<file path="src/rtl/frame_buffer_writer.sv">
// Camera-side frame buffer writer: turns the pixel stream into linear raster
// BRAM writes and flips between two banks only after a complete frame.
module frame_buffer_writer #(
    parameter int FRAME_WIDTH  = 320,
    parameter int FRAME_HEIGHT = 240,
    parameter int ADDR_WIDTH   = 17
) (
    input  logic                  clk_in,
    input  logic                  rst_in,
    input  logic                  frame_start_in,
    input  logic                  pixel_valid_in,
    input  logic [7:0]            pixel_in,
    output logic                  we_out,
    output logic [ADDR_WIDTH-1:0] addr_out,
    output logic [7:0]            data_out,
    output logic                  write_bank_out,
    output logic                  read_bank_out,
    output logic                  frame_done_out,
    output logic [8:0]            hcount_out,
    output logic [7:0]            vcount_out,
    output logic                  overflow_out
);

    localparam logic [8:0] HLast = 9'(FRAME_WIDTH - 1);
    localparam logic [7:0] VLast = 8'(FRAME_HEIGHT - 1);

    typedef enum logic [1:0] {StIdle, StCapture, StCommit} state_e;

    state_e                state_q, state_d;
    // Position of the next pixel to be accepted.
    logic [8:0]            h_cnt_q, h_cnt_d;
    logic [7:0]            v_cnt_q, v_cnt_d;
    logic [ADDR_WIDTH-1:0] a_cnt_q, a_cnt_d;
    // Registered write port and status outputs.
    logic                  we_q, we_d;
    logic [ADDR_WIDTH-1:0] addr_q, addr_d;
    logic [7:0]            data_q, data_d;
    logic [8:0]            hout_q, hout_d;
    logic [7:0]            vout_q, vout_d;
    logic                  bank_q, bank_d;
    logic                  done_q, done_d;
    logic                  ovf_q, ovf_d;
    // A frame was committed and no new frame has been started since.
    logic                  full_q, full_d;

    logic [8:0]            cur_h;
    logic [7:0]            cur_v;
    logic [ADDR_WIDTH-1:0] cur_a;
    logic                  capturing;

    // Next-state: frame sequencing, pixel acceptance and running address.
    always_comb begin
        state_d   = state_q;
        h_cnt_d   = h_cnt_q;
        v_cnt_d   = v_cnt_q;
        a_cnt_d   = a_cnt_q;
        we_d      = 1'b0;
        addr_d    = addr_q;
        data_d    = data_q;
        hout_d    = hout_q;
        vout_d    = vout_q;
        bank_d    = bank_q;
        done_d    = 1'b0;
        ovf_d     = ovf_q;
        full_d    = full_q;
        cur_h     = h_cnt_q;
        cur_v     = v_cnt_q;
        cur_a     = a_cnt_q;
        capturing = (state_q == StCapture);

        unique case (state_q)
            StIdle, StCapture: begin
                // A frame start restarts the raster; a coincident pixel lands at 0.
                if (frame_start_in) begin
                    cur_h     = '0;
                    cur_v     = '0;
                    cur_a     = '0;
                    capturing = 1'b1;
                    full_d    = 1'b0;
                    state_d   = StCapture;
                end
                h_cnt_d = cur_h;
                v_cnt_d = cur_v;
                a_cnt_d = cur_a;
                if (pixel_valid_in) begin
                    if (capturing) begin
                        we_d    = 1'b1;
                        addr_d  = cur_a;
                        data_d  = pixel_in;
                        hout_d  = cur_h;
                        vout_d  = cur_v;
                        a_cnt_d = cur_a + 1'b1;
                        if (cur_h == HLast) begin
                            h_cnt_d = '0;
                            v_cnt_d = cur_v + 1'b1;
                        end else begin
                            h_cnt_d = cur_h + 1'b1;
                        end
                        if (cur_h == HLast && cur_v == VLast) begin
                            // Last pixel: its write and frame_done share the COMMIT cycle.
                            state_d = StCommit;
                            done_d  = 1'b1;
                            full_d  = 1'b1;
                        end
                    end else if (full_q) begin
                        ovf_d = 1'b1;
                    end
                end
            end
            StCommit: begin
                bank_d  = ~bank_q;
                h_cnt_d = '0;
                v_cnt_d = '0;
                a_cnt_d = '0;
                if (pixel_valid_in) begin
                    ovf_d = 1'b1;
                end
                if (frame_start_in) begin
                    full_d  = 1'b0;
                    state_d = StCapture;
                end else begin
                    state_d = StIdle;
                end
            end
            default: state_d = StIdle;
        endcase
    end

    // State register with synchronous reset.
    always_ff @(posedge clk_in) begin
        if (rst_in) begin
            state_q <= StIdle;
            h_cnt_q <= '0;
            v_cnt_q <= '0;
            a_cnt_q <= '0;
            we_q    <= 1'b0;
            addr_q  <= '0;
            data_q  <= '0;
            hout_q  <= '0;
            vout_q  <= '0;
            bank_q  <= 1'b0;
            done_q  <= 1'b0;
            ovf_q   <= 1'b0;
            full_q  <= 1'b0;
        end else begin
            state_q <= state_d;
            h_cnt_q <= h_cnt_d;
            v_cnt_q <= v_cnt_d;
            a_cnt_q <= a_cnt_d;
            we_q    <= we_d;
            addr_q  <= addr_d;
            data_q  <= data_d;
            hout_q  <= hout_d;
            vout_q  <= vout_d;
            bank_q  <= bank_d;
            done_q  <= done_d;
            ovf_q   <= ovf_d;
            full_q  <= full_d;
        end
    end

    assign we_out         = we_q;
    assign addr_out       = addr_q;
    assign data_out       = data_q;
    assign write_bank_out = bank_q;
    assign read_bank_out  = ~bank_q;
    assign frame_done_out = done_q;
    assign hcount_out     = hout_q;
    assign vcount_out     = vout_q;
    assign overflow_out   = ovf_q;

endmodule

</file>
<file path="config.mk">
export PLATFORM = sky130hd
export DESIGN_NAME = frame_buffer_writer
export DESIGN_NICKNAME = d
export VERILOG_FILES = /design/src/rtl/frame_buffer_writer.sv
export SDC_FILE = /design/constraint.sdc
export NUM_CORES = 1
export LEC_CHECK = 0
export ABC_CLOCK_PERIOD_IN_PS = 2100
export BUFFER_PORTS_ARGS = -buffer_cell sky130_fd_sc_hd__buf_2
export CAP_MARGIN = 20
export CORE_MARGIN = 2
export CORE_UTILIZATION = 45
export DETAILED_ROUTE_END_ITERATION = 7
export GPL_TIMING_DRIVEN = 1
export PLACE_DENSITY = 0.77
export SLEW_MARGIN = 20
export SYNTH_ARGS = -nofsm -noshare
export SYNTH_HDL_FRONTEND = slang
export SYNTH_SLANG_ARGS = --single-unit
</file>
<file path="constraint.sdc">
create_clock -name clk_in -period 2.1 [get_ports clk_in]
set_clock_uncertainty 0.15 [all_clocks]
set_input_delay 0.105 -clock clk_in [delete_from_list [all_inputs] [get_ports clk_in]]
set_output_delay 0.105 -clock clk_in [all_outputs]
set_load 0.1 [all_outputs]
</file>
After elaboration in Yosys (flattened, before gate mapping)
Cells that the tools add are included.
{"block": "word_totals", "elab_cells": 73, "output_inout_bits": 47, "in_bits": 12, "regBits": 83}
{"block": "classes", "n_addsub": 3, "n_eq_ne": 8, "reduce_logical": 8, "bitwise": 4, "muxes": 37}
{"op": "$mux 17", "n": 4}
{"op": "$mux 9", "n": 5}
{"op": "$mux 8", "n": 5}
{"op": "$pmux 17 s2", "n": 1}
{"op": "$pmux 9 s2", "n": 1}
{"op": "$add 17x1->17 const B", "n": 1}
{"op": "$pmux 8 s2", "n": 1}
{"op": "$mux 1", "n": 13}
{"op": "$add 9x1->9 const B", "n": 1}
{"op": "$eq 9x9->1 const B", "n": 1}
{"op": "$add 8x1->8 const B", "n": 1}
{"op": "$eq 8x8->1 const B", "n": 1}
{"op": "$mux 2", "n": 4}
{"op": "$ne 2x2->1 const B", "n": 4}
{"op": "$reduce_and 5->1", "n": 1}
{"op": "$not 1->1", "n": 4}
{"op": "$pmux 1 s2", "n": 2}
{"op": "$pmux 2 s2", "n": 1}
{"op": "$reduce_or 4->1", "n": 1}
{"op": "$reduce_and 3->1", "n": 1}
{"op": "$reduce_or 3->1", "n": 1}
{"op": "$eq 2x1->1 const B", "n": 1}
{"op": "$eq 2x2->1 const B", "n": 1}
{"op": "$logic_not 2->1", "n": 1}
{"op": "other kinds (3)", "n": 3}

Longest topological paths before layout
{"block": "depth", "word_depth": 9, "mapped_depth": 9, "depth_no_buf": 6}

Least setup slack after synthesis
No wires, ideal clock.
{"block": "synth_timing", "path_type": "input -> register", "start": "input frame_start_in", "end": "register v_cnt_q[6]", "slack_ns": -0.103, "setup_time_ns": 0.074, "n_path_buf": 3, "arrival_time_ns": 1.979, "cell_stages": 9, "required_ns": 1.876, "cell_sequence": "buf_2 > buf_2 > clkbuf_1 > nor2b_1 > ha_1 > and3b_1 > nand4_1 > or4b_1 > a31oi_1"}
{"block": "synth_via", "elab_chain_len": 7, "word_cells_on_any_way": 12, "classes_between": "add/sub: 1; eq/ne: 1; mux: 10"}
{"item": "from (decl)", "line": "10", "text": "input logic frame_start_in,"}
{"item": "$mux 8 or $mux 9 (tied branches)", "line": "74", "text": "if (frame_start_in) begin"}
{"item": "$mux 8 or $mux 9 (tied branches)", "line": "71", "text": "unique case (state_q)"}
{"item": "$add 8x1->8 or $eq 9x9->1 (tied branches)", "line": "95, 93"}
{"item": "$mux 8", "line": "93", "text": "if (cur_h == HLast) begin"}
{"item": "$mux 8", "line": "86", "text": "if (capturing) begin"}
{"item": "$mux 8 *", "line": "85", "text": "if (pixel_valid_in) begin"}
{"item": "$pmux 8 s2 *", "line": "71"}
{"item": "to (signal assigned)", "line": "148", "text": "v_cnt_q <= v_cnt_d;"}
{"item": "to (decl)", "line": "32", "text": "logic [7:0] v_cnt_q, v_cnt_d;"}
Every way passes the cells marked *; elsewhere a longest branch is shown, timed or not. The select of a mux whose other input is x is not followed.
A chain may end at the register's enable or synchronous reset.

Worst setup path in the final report
{"block": "layout_timing", "start": "register state_q[0]", "end": "register v_cnt_q[3]"}
{"block": "layout_via", "elab_chain_len": 6, "word_cells_on_any_way": 10, "classes_between": "eq/ne: 2; mux: 5; reduce/logical: 3"}
{"item": "from (decl)", "line": "29", "text": "state_e state_q, state_d;"}
{"item": "from (signal assigned)", "line": "132", "text": "state_q <= StIdle;"}
{"item": "from (signal assigned)", "line": "146", "text": "state_q <= state_d;"}
{"item": "$eq 2x1->1", "line": "69, 71"}
{"item": "$mux 1", "line": "74"}
{"item": "$mux 1", "line": "71"}
{"item": "$mux 8", "line": "86"}
{"item": "$mux 8", "line": "85"}
{"item": "$pmux 8 s2", "line": "71"}
Several ways; a longest one is shown, not always the timed one. The select of a mux whose other input is x is not followed.

==> results.cfg <==
[outcome]
status = finished, final reports clean

[die]
core-area_sq_um = 8636
pin_count = 59
die_w_um = 97.69
rows = 34
die-area_sq_um = 9543
initial_core_util_pct = 45.74
die_h_um = 97.69

[place]
io_buffers = 58
place_congestion = 0.9691
dpl.cell_count = 649
pre_cts_slack_ps = -5.133
hpwlAfterDp_um = 7638

[clocking]
clock_path_buffers = 2
path_clk_slew_ps = 90
cts-root-buf = clkbuf_8
numCtsBuffers = 9
htree_levels = 3
cts_tree = built
cts_num_sinks = 83
clk_latency_ps = 370

[timing]
rsz0062_at_grt = true
hold_viol = 0
worstMarginPinSlew_ps = 548.0
max_freq_ghz = 0.4937
slew_headroom_pct = 63.47
drv_slew = 0
fin_ws_ps = 74.43
setup_tns_ps = 0
fin_crit_sh_pct = 96.46
finalCriticalPeriod_ps = 2026
setup_viol = 0

[cells_and_area]
layout_common_cells = 86 x nand2_1, 79 x dfxtp_1, 58 x a21oi_1, 58 x buf_2, 34 x buf_4
antenna_cells = 0
multi_input_area_sq_um = 2181
drive_above_1_share_pct = 24.52
fin_cells = 679
syn2layout_area_growth_pct = 23.50
fin_util_pct = 56.49
mostFrequentLayoutCell = nand2_1
nNetsFinal = 581
register_area_sq_um = 1667
n_fill_cell = 779

[logic_synthesis]
synth-seq-area-share_pct = 42.07
synth_top_area_share_pct = 42.07
synth_cell_types = 63
synth-seq-cells = 83
syn-num-nets = 503
synth_area_leaders = dfxtp_1 42%, nand2_1 8.2%, a21oi_1 7.3%
async_reset_ff_share_pct = 0
synth_edf_count = 0
postSynthCellCount = 488
synthFlopType = dfxtp_1
ys_warn_count = 0
netlist_area_sq_um = 3950
avgSynthCellArea_sq_um = 8.094
yosys.area.top_type = dfxtp_1

[setup_path]
endpoint_kind = flip-flop
critPathSlowestCell = dfxtp_1
slowest_delay_ps = 550
crit_type = reg2reg
path_cells = and3b_2 -> buf_4 -> nand4_1 -> o211ai_1 -> o41ai_1
crit_path_start_kind = flip-flop
rr_worst_depth = 5
required_ps = 2200
crit_fanout = 9
arrival_ps = 2130

[global_routing]
grt_first_pass_wirelength_um = 18660
grt_overflow = 0
grt_start_max_net_pins = 42
grt_antenna_before_repair = 0
grt_usage_pct = 23.90
grt_pass1_vias = 3816

[routing]
vias = 3989
dr.pass1.iters = 7
wl_um = 11280
drtIter0Drc = 264
post_drt_wl_per_cell_um = 16.61
route.detailed.drc = 0
postRouteAntennaNets = 0
vias_per_cell = 5.875

[flow_run]
maxCapViolCount = 0

[power]
p_per_area_nw_per_um2 = 644.7
p_leak_nw = 1.921
max-vdd-ir-drop_v = 0.0004565

[min_path]
hold_path.class = in2reg
hold_depth = 3
## layer usage
metal,up-vias,wire length (um),track usage (%)
li1,1907,-,-
met1,1870,4769,29.15
met2,178,5475,40.53
met3,34,724,5.755
met4,0,311,9.509
met5,-,0,0
## cell type report
type / instances / share of cell area (%)
multi-input cells: 364 / 44.70
flip-flops and latches: 83 / 34.16
repair buffers: 102 / 13.64
well taps: 108 / 2.770
clock buffers: 9 / 2.539
clock inverters: 7 / 1.718
inverters: 6 / 0.4617
## worst paths after layout
kind | from | end | slack, ps
worst max register to register | state_q[0]$_SDFF_PP0_ | v_cnt_q[3]$_SDFFE_PP0P_ | 70
worst max-delay path | state_q[0]$_SDFF_PP0_ | v_cnt_q[3]$_SDFFE_PP0P_ | 70
worst min register to register | addr_out[15]$_SDFFE_PP0P_ | addr_out[15]$_SDFFE_PP0P_ | 300
worst min-delay path | rst_in | h_cnt_q[8]$_SDFFE_PP0P_ | 40
## repair_timing
action | 4_1_cts | 5_1_grt
gates resized for setup | 0 | 18
endpoints found under the setup margin | 1 | 15
hold buffers | 8 | 0
pin swaps | 1 | 4
hold endpoints to repair | 8 | 0
setup buffers | 0 | 6
## logic make-up (layout without fill, tap and decap cells)
kind of cell | Yosys count | after routing | synth area share [%]
compound gates | 122 | 122 | 19.07
xor+xnor | 2 | 2 | 0.4435
fa+ha+maj | 3 | 3 | 0.9504
buf+inv | 41 | 124 | 4.276
flops | 83 | 83 | 42.07
mux | 3 | 3 | 0.7919
simple gates | 234 | 234 | 32.40
## cells in the mapped netlist (all sizes together) (3+ instances only)
master  count
and4b       6
ha          3
and2        5
o21ai      20
o211ai      3
and3        5
nor3        8
a31o        6
or3         4
nand3b      6
a21o        3
clkbuf     24
nor2       20
or2         3
a21oi      58
or4         4
inv         6
nand3      29
nand4b      5
nand4      11
a32o        3
nor4        4
nor4b       5
nor2b      22
nand2b      3
buf        11
and3b       3
dfxtp      83
a31oi       8
nand2      86
## metrics by stage
| step | total power, W | cell area (sq um) | hold slack [ps] |
|---|---|---|---|
| floorplan | 0.001848 | 3961 | 91.05 |
| global route | 0.003251 | 4878 | 76.08 |
| finish | 0.003145 | 4878 | 39.31 |
| CTS | 0.003155 | 4776 | 41.39 |
| global placement | 0.001934 | 4488 | 195.5 |
| detailed placement | 0.001939 | 4488 | 202.2 |
## where the power goes
part           total [W]  switching, W  leakage (nW)  internal (W)
Sequential       0.00160     0.0000112         0.672       0.00159
Combinational   0.000325      0.000231          1.14     0.0000943
Clock            0.00122      0.000647         0.108      0.000574
## worst max-delay path: cells and delay by family, from the launching register on
| kind | cells | cell delay [ps] |
|---|---|---|
| buf+inv | 1 | 160 |
| simple gates | 2 | 630 |
| flops | 1 | 550 |
| compound gates | 2 | 410 |
## state kept, by name, indices dropped and copies added (netlist names)
| name | flops |
|---|---|
| vcount_out | 8 |
| v_cnt_q | 8 |
| overflow_out | 1 |
| full_q | 1 |
| we_out | 1 |
| hcount_out | 9 |
| h_cnt_q | 9 |
| data_out | 8 |
| a_cnt_q | 17 |
| state_q | 2 |
| addr_out | 17 |
| write_bank_out | 1 |
| frame_done_out | 1 |
Power figures use the tool's default switching activity.
